**src/rtl/arcade_input_mapper.sv**
```systemverilog
// ============================================================================
//  Module   : arcade_input_mapper
//  Brief    : PS/2 scancode + joystick to active-low cabinet button mapper.
//             Optional autofire gating when ARCADE_INPUT_AUTOFIRE_EN is defined.
//  Revision : 1.0
// ============================================================================
`default_nettype none

module arcade_input_mapper #(
  parameter int NUM_BTN      = 8,
  parameter int ALIASES      = 2,
  parameter int NUM_PLAYERS  = 2,
  parameter int PULSE_CYCLES = 250000
) (
  input  logic                     clk_sys,
  input  logic                     RESET_L,
  input  logic [10:0]              ps2_key,
  input  logic [16*NUM_PLAYERS-1:0] joy_in,
  input  logic                     cfg_we,
  input  logic [3:0]               cfg_btn,
  input  logic [1:0]               cfg_alias,
  input  logic [8:0]               cfg_code,
  input  logic [6:0]               cfg_joy,
  input  logic [NUM_BTN-1:0]       pulse_mask,
`ifdef ARCADE_INPUT_AUTOFIRE_EN
  input  logic [NUM_BTN-1:0]       autofire_mask,
  input  logic [7:0]               autofire_div,
`endif
  output logic [NUM_BTN-1:0]       btn_n,
  output logic                     busy,
  output logic                     overflow
);

  localparam int c_BW = (NUM_BTN > 1) ? $clog2(NUM_BTN) : 1;
  localparam int c_AW = (ALIASES > 1) ? $clog2(ALIASES) : 1;
  localparam int c_PW = (PULSE_CYCLES > 1) ? $clog2(PULSE_CYCLES) : 1;
  localparam int c_JW = 16 * NUM_PLAYERS;
  localparam logic [c_BW-1:0] c_LAST_BTN   = c_BW'(NUM_BTN - 1);
  localparam logic [c_AW-1:0] c_LAST_ALIAS = c_AW'(ALIASES - 1);
  localparam logic [c_PW-1:0] c_PLOAD      = c_PW'(PULSE_CYCLES - 1);

  typedef enum logic [0:0] {S_IDLE = 1'b0, S_SCAN = 1'b1} state_t;

  state_t            r_state, w_next;
  logic              r_armed, r_tog;
  logic              r_cur_pressed, r_pend_pressed, r_pend_valid;
  logic [8:0]        r_cur_code, r_pend_code;
  logic [c_BW-1:0]   r_sbtn;
  logic [c_AW-1:0]   r_salias;
  logic [8:0]        r_code [NUM_BTN][ALIASES];
  logic [6:0]        r_joy_cfg [NUM_BTN];
  logic [NUM_BTN-1:0] r_held, r_lvl_prev, r_btn_n;
  logic [NUM_BTN-1:0] w_hit, w_cfg_clr, w_lvl, w_active, w_out;
  logic [63:0]       w_joy_pad;
  logic              w_evt, w_last, w_start, w_from_pend, w_to_pend, w_drop, r_overflow;

  assign w_evt  = r_armed && (ps2_key[10] != r_tog);
  assign w_last = (r_sbtn == c_LAST_BTN) && (r_salias == c_LAST_ALIAS);

  always_ff @(posedge clk_sys or negedge RESET_L) begin
    if (!RESET_L) r_state <= S_IDLE;
    else          r_state <= w_next;
  end

  always_comb begin
    w_next      = r_state;
    w_start     = 1'b0;
    w_from_pend = 1'b0;
    w_to_pend   = 1'b0;
    w_drop      = 1'b0;
    case (r_state)
      S_IDLE: begin
        if (w_evt) begin
          w_next  = S_SCAN;
          w_start = 1'b1;
        end
      end
      S_SCAN: begin
        // On the final entry the pending slot frees up, so a same-cycle event is never lost
        if (w_last) begin
          if (r_pend_valid) begin
            w_from_pend = 1'b1;
            w_to_pend   = w_evt;
          end else if (w_evt) begin
            w_start = 1'b1;
          end else begin
            w_next = S_IDLE;
          end
        end else if (w_evt) begin
          if (r_pend_valid) w_drop    = 1'b1;
          else              w_to_pend = 1'b1;
        end
      end
      default: w_next = S_IDLE;
    endcase
  end

  always_ff @(posedge clk_sys or negedge RESET_L) begin
    if (!RESET_L) begin
      r_armed        <= 1'b0;
      r_tog          <= 1'b0;
      r_cur_pressed  <= 1'b0;
      r_cur_code     <= 9'h000;
      r_pend_valid   <= 1'b0;
      r_pend_pressed <= 1'b0;
      r_pend_code    <= 9'h000;
      r_overflow     <= 1'b0;
      r_sbtn         <= '0;
      r_salias       <= '0;
    end else begin
      r_armed <= 1'b1;
      r_tog   <= ps2_key[10];
      if (w_start) begin
        r_cur_pressed <= ps2_key[9];
        r_cur_code    <= ps2_key[8:0];
      end else if (w_from_pend) begin
        r_cur_pressed <= r_pend_pressed;
        r_cur_code    <= r_pend_code;
      end
      if (w_to_pend) begin
        r_pend_valid   <= 1'b1;
        r_pend_pressed <= ps2_key[9];
        r_pend_code    <= ps2_key[8:0];
      end else if (w_from_pend) begin
        r_pend_valid <= 1'b0;
      end
      if (w_drop) r_overflow <= 1'b1;
      if (w_start || w_from_pend) begin
        r_sbtn   <= '0;
        r_salias <= '0;
      end else if (r_state == S_SCAN) begin
        if (r_salias == c_LAST_ALIAS) begin
          r_salias <= '0;
          r_sbtn   <= r_sbtn + c_BW'(1);
        end else begin
          r_salias <= r_salias + c_AW'(1);
        end
      end
    end
  end

  always_comb begin
    w_hit     = '0;
    w_cfg_clr = '0;
    for (int b = 0; b < NUM_BTN; b++) begin
      w_cfg_clr[b] = cfg_we && (int'(cfg_btn) == b) && (int'(cfg_alias) < ALIASES);
      for (int a = 0; a < ALIASES; a++) begin
        if ((r_state == S_SCAN) && (int'(r_sbtn) == b) && (int'(r_salias) == a) &&
            (r_cur_code != 9'h000) && (r_code[b][a] == r_cur_code))
          w_hit[b] = 1'b1;
      end
    end
  end

  always_ff @(posedge clk_sys or negedge RESET_L) begin
    if (!RESET_L) begin
      r_held     <= '0;
      r_lvl_prev <= '0;
      r_btn_n    <= '1;
      for (int b = 0; b < NUM_BTN; b++) begin
        r_joy_cfg[b] <= 7'h00;
        for (int a = 0; a < ALIASES; a++) r_code[b][a] <= 9'h000;
      end
    end else begin
      r_lvl_prev <= w_lvl;
      r_btn_n    <= ~w_out;
      for (int b = 0; b < NUM_BTN; b++) begin
        if (w_cfg_clr[b])  r_held[b] <= 1'b0;
        else if (w_hit[b]) r_held[b] <= r_cur_pressed;
        if (w_cfg_clr[b] && (cfg_alias == 2'd0)) r_joy_cfg[b] <= cfg_joy;
        for (int a = 0; a < ALIASES; a++) begin
          if (w_cfg_clr[b] && (int'(cfg_alias) == a)) r_code[b][a] <= cfg_code;
        end
      end
    end
  end

  // Unpopulated player slots read as zero
  if (NUM_PLAYERS < 4) begin : g_joy_pad
    assign w_joy_pad = {{(64 - c_JW){1'b0}}, joy_in};
  end else begin : g_joy_full
    assign w_joy_pad = joy_in[63:0];
  end

  for (genvar b = 0; b < NUM_BTN; b++) begin : g_btn
    logic [c_PW-1:0] r_pcnt;

    assign w_lvl[b]    = r_held[b] | (r_joy_cfg[b][6] & w_joy_pad[r_joy_cfg[b][5:0]]);
    assign w_active[b] = w_lvl[b] | (pulse_mask[b] & (r_pcnt != '0));

    always_ff @(posedge clk_sys or negedge RESET_L) begin
      if (!RESET_L)                                         r_pcnt <= '0;
      else if (pulse_mask[b] && w_lvl[b] && !r_lvl_prev[b]) r_pcnt <= c_PLOAD;
      else if (r_pcnt != '0)                                r_pcnt <= r_pcnt - c_PW'(1);
    end

`ifdef ARCADE_INPUT_AUTOFIRE_EN
    logic        r_act_prev, r_af_phase;
    logic [19:0] r_af_cnt;
    logic        w_af_rise, w_af_on;

    assign w_af_rise = w_active[b] & ~r_act_prev;
    assign w_af_on   = autofire_mask[b] & ~pulse_mask[b] & (autofire_div != 8'd0);
    assign w_out[b]  = w_active[b] & (~w_af_on | w_af_rise | r_af_phase);

    // Counter restarts at 1 so the first high half lasts exactly div*4096 cycles
    always_ff @(posedge clk_sys or negedge RESET_L) begin
      if (!RESET_L) begin
        r_act_prev <= 1'b0;
        r_af_phase <= 1'b1;
        r_af_cnt   <= 20'd0;
      end else begin
        r_act_prev <= w_active[b];
        if (w_af_rise) begin
          r_af_cnt   <= 20'd1;
          r_af_phase <= 1'b1;
        end else if (r_af_cnt >= ({autofire_div, 12'h000} - 20'd1)) begin
          r_af_cnt   <= 20'd0;
          r_af_phase <= ~r_af_phase;
        end else begin
          r_af_cnt <= r_af_cnt + 20'd1;
        end
      end
    end
`else
    assign w_out[b] = w_active[b];
`endif
  end

  assign btn_n    = r_btn_n;
  assign busy     = (r_state == S_SCAN);
  assign overflow = r_overflow;

endmodule

`default_nettype wire
```
**config.mk**
```make
export PLATFORM = sky130hd
export DESIGN_NAME = arcade_input_mapper
export DESIGN_NICKNAME = d
export VERILOG_FILES = /design/src/rtl/arcade_input_mapper.sv
export SDC_FILE = /design/constraint.sdc
export NUM_CORES = 1
export LEC_CHECK = 0
export ABC_AREA = 1
export BUFFER_PORTS_ARGS = -buffer_cell sky130_fd_sc_hd__buf_2
export CORE_MARGIN = 2
export CORE_UTILIZATION = 49
export CTS_CLUSTER_SIZE = 28
export DETAILED_ROUTE_END_ITERATION = 6
export PLACE_DENSITY = 0.68
export SLEW_MARGIN = 20
export SYNTH_ARGS = -nofsm -noshare
export SYNTH_HDL_FRONTEND = slang
export SYNTH_SLANG_ARGS = --single-unit
```
**constraint.sdc**
```tcl
create_clock -name clk_sys -period 4.2 [get_ports clk_sys]
set_input_delay 0.21 -clock clk_sys [delete_from_list [all_inputs] [get_ports clk_sys]]
set_output_delay 0.21 -clock clk_sys [all_outputs]
set_load 0.03 [all_outputs]
```
==> metrics.txt <==
status finished, final reports clean; Final min period 2670 ps; fin area 24800 um2; maximum vdd ir drop 389 uV; Buffers & Inverters on Critical Path 1; GRT Total Usage 26.0%; crit path cell chain inv_2 > nand2_1 > nand3_1 > nand3_1 > nand2_1 > nand2_1 > nand3_1 > nand3_1 > nand2_1 > nand2_1 > o21ai_1; Setup TNS Final 0 ps; Non-Filler Instances 3728; Power Density 555 nW/um2; starting density of the core 49.7%; ANT nets after route 0; CP Capture Type flop; critical path arrival 3110 ps; RSZ-0062 raised after global routing false; DR WL/cell 16.4 um; most common cell after layout, fill and taps aside nand2_1; Reg2Reg Setup Slack 1530 ps; Layout Nets 3183; gpl congestion 0.856; mean number of vias per cell 5.35; global route total overflow 0; CTS tree yes; Syn Inst Count 3080; final setup violation count 0; first-pass GRT wire length 98.8 mm; largest net degree at the start of global routing 112; Final Hold Fails 0; Sw Share 36.8%; CP max stage delay 710 ps; Post-DP Area 23100 um2; layout cell share with drive strength beyond 1 7.90%; Die H 219 um; post-layout util 54.7%; #FFs+latches synth 397; Seq pwr share 40.5%; Final Max Tran Viols 0; Setup WS pre-CTS 1580 ps; average size of a mapped cell 7.32 um2; Comb power frac 30.2%; initial antenna violation count 0; Core ar. 45400 um2; clock power share 29.3%; CTS Buffer Depth 3; Worst Hold Slack 120 ps; Post-synth top flop dfrtp_1; ys async rst share 100%; Critical-path top delay cell dfrtp_1; max_cap viols 0; detailed router's first-iteration violation count 1748; clock root cell clkbuf_16; yosys warns 0; Num Clock Sinks 397; Mapped Nets 3170; final worst slack 1530 ps; cell internal pwr 8.72 mW; hold buffer count at CTS 20; die footprint 47700 um2; Synth cell types 47; Resized Gates After CTS 0; Post-Route WL 61.2 mm; Required @ worst endpoint 4640 ps; sequential-to-total area share from yosys stat 44.1%; Fmax 0.374 GHz; Slew @ Worst Pin 1100 ps; critical path class reg2reg; overall power consumption 13.8 mW; relative max-transition margin 26.3%; Residual DRC 0; TritonCTS buffer count 45; crit-path max FO 18; delay-heaviest family, CP simple AND/OR/NAND/NOR gates; Die Wd 219 um; ant diodes 0; placed cell count 3626; Post-Synthesis Cell Area 22500 um2; startpoint class of the critical path flop; net switching power 5.08 mW; Layout area overhead 10.1%; PortBufs 85; Top cell by count, worst path nand2_1; Post-Route Skew 24.4 ps; clock latency on the worst-skew pair 570 ps; EDFF count, synth 0; H-tree depth 2; share of the clock period used by the worst path 63.6%; most frequent cells in the layout nand2_1, dfrtp_1, inv_1; IO Pins 86; hpwl dp 40.3 mm; CTS clock-pin slew for the worst setup and hold paths 60 ps; number of global-route vias before repair 19000; Leakage 12.0 nW; Rows 78; first-pass iteration count of the detailed router 6; worst min-delay path class in2reg; via count 19900; setup bufs post-CTS 0
Yosys cell counts (3+ instances only):
master / count / share of area, %
nand2_1: 960 / 16
dfrtp_1: 389 / 43
inv_1: 297 / 4.9
nand3_1: 291 / 6.5
nor2_1: 241 / 4.0
o21ai_0: 187 / 4.2
xor2_1: 101 / 3.9
a21oi_1: 83 / 1.8
buf_2: 67 / 1.5
nand4_1: 67 / 1.9
xnor2_1: 58 / 2.3
clkbuf_1: 57 / 0.95
o21ai_1: 56 / 1.2
nor3_1: 50 / 1.1
or2_2: 29 / 0.80
inv_2: 22 / 0.37
buf_4: 18 / 0.60
ha_1: 14 / 0.78
nand3b_1: 11 / 0.37
o211ai_1: 11 / 0.37
mux2_2: 10 / 0.50
dfstp_2: 8 / 0.93
clkinv_1: 5 / 0.083
o21bai_1: 5 / 0.17
nor4_1: 4 / 0.11
a21oi_2: 3 / 0.12
buf_1: 3 / 0.050
nand2_2: 3 / 0.083
nand4_2: 3 / 0.17
nor3b_1: 3 / 0.10
o31ai_1: 3 / 0.10
cell type report:
class                           instances  area [um2]
Fill cell                            4336       20500
Multi-Input combinational cell       2212       10700
Sequential cell                       397        9940
Clock buffer                           73        1370
Inverter                              324        1220
Tap cell                              600         751
Timing Repair Buffer                  113         721
Clock inverter                          9         151
metal layers:
| layer | share of wire (%) | up-vias | GRT usage [%] | wire length (um) |
|---|---|---|---|---|
| met3 | 7.0 | 121 | 5.11 | 4290 |
| met2 | 47 | 558 | 42.9 | 28500 |
| met1 | 44 | 9437 | 34.5 | 26900 |
| met5 | 0 | - | 0 | 0 |
| li1 | - | 9819 | - | - |
| met4 | 2.5 | 0 | 7.96 | 1510 |
logic make-up (layout without fill, tap and decap cells):
logic type	count (synthesis)	in the layout	share of synthesized area, %
simple gates	1673	1673	31.6
buf+inv	471	519	8.58
flops	397	397	44.1
compound gates	355	355	8.23
xor+xnor	159	159	6.18
fa+ha+maj	14	14	0.777
mux	10	10	0.499
other cells	1	1	0.0166
worst reg2reg max path: stages (launching register included):
cell and delay (ps):
dfrtp_1 710, inv_2 250, nand2_1 110, nand3_1 70, nand3_1 110, nand2_1 80, nand2_1 60, nand3_1 70
nand3_1 140, nand2_1 350, nand2_1 460, o21ai_1 130
flip-flops by register name, summed over array words and instances (netlist names):
name and count:
btn_n 8, busy 1, g_btn.r_pcnt 144, overflow 1, r_armed 1, r_code 144, r_cur_code 9, r_cur_pressed 1
r_held 8, r_joy_cfg 56, r_lvl_prev 8, r_pend_code 9, r_pend_pressed 1, r_pend_valid 1, r_salias 1, r_sbtn 3
r_tog 1
power groups by stage:
stage | sequential [mW] | clock, mW | combinational (mW)
3_5_place_dp | 5.63 | 0 | 4.12
5_1_grt | 5.70 | 4.30 | 4.77
6_report | 5.59 | 4.04 | 4.16
3_3_place_gp | 5.60 | 0 | 3.99
4_1_cts | 5.57 | 4.14 | 4.16
2_1_floorplan | 5.24 | 0 | 3.37
path summary, 6_finish.rpt:
check / start / end / depth (start not counted)
min: cfg_joy[6] / r_joy_cfg[13] / 3
max reg2reg: r_joy_cfg[49] / g_btn[0].r_pcnt[17] / 11
min in group asynchronous: RESET_L / g_btn[0].r_pcnt[12] / 2
max in group asynchronous: RESET_L / r_joy_cfg[21] / 3
min reg2reg: r_joy_cfg[5] / r_joy_cfg[5] / 2
max: r_joy_cfg[49] / g_btn[0].r_pcnt[17] / 11
No activity file was read; power rests on OpenSTA's default activity.
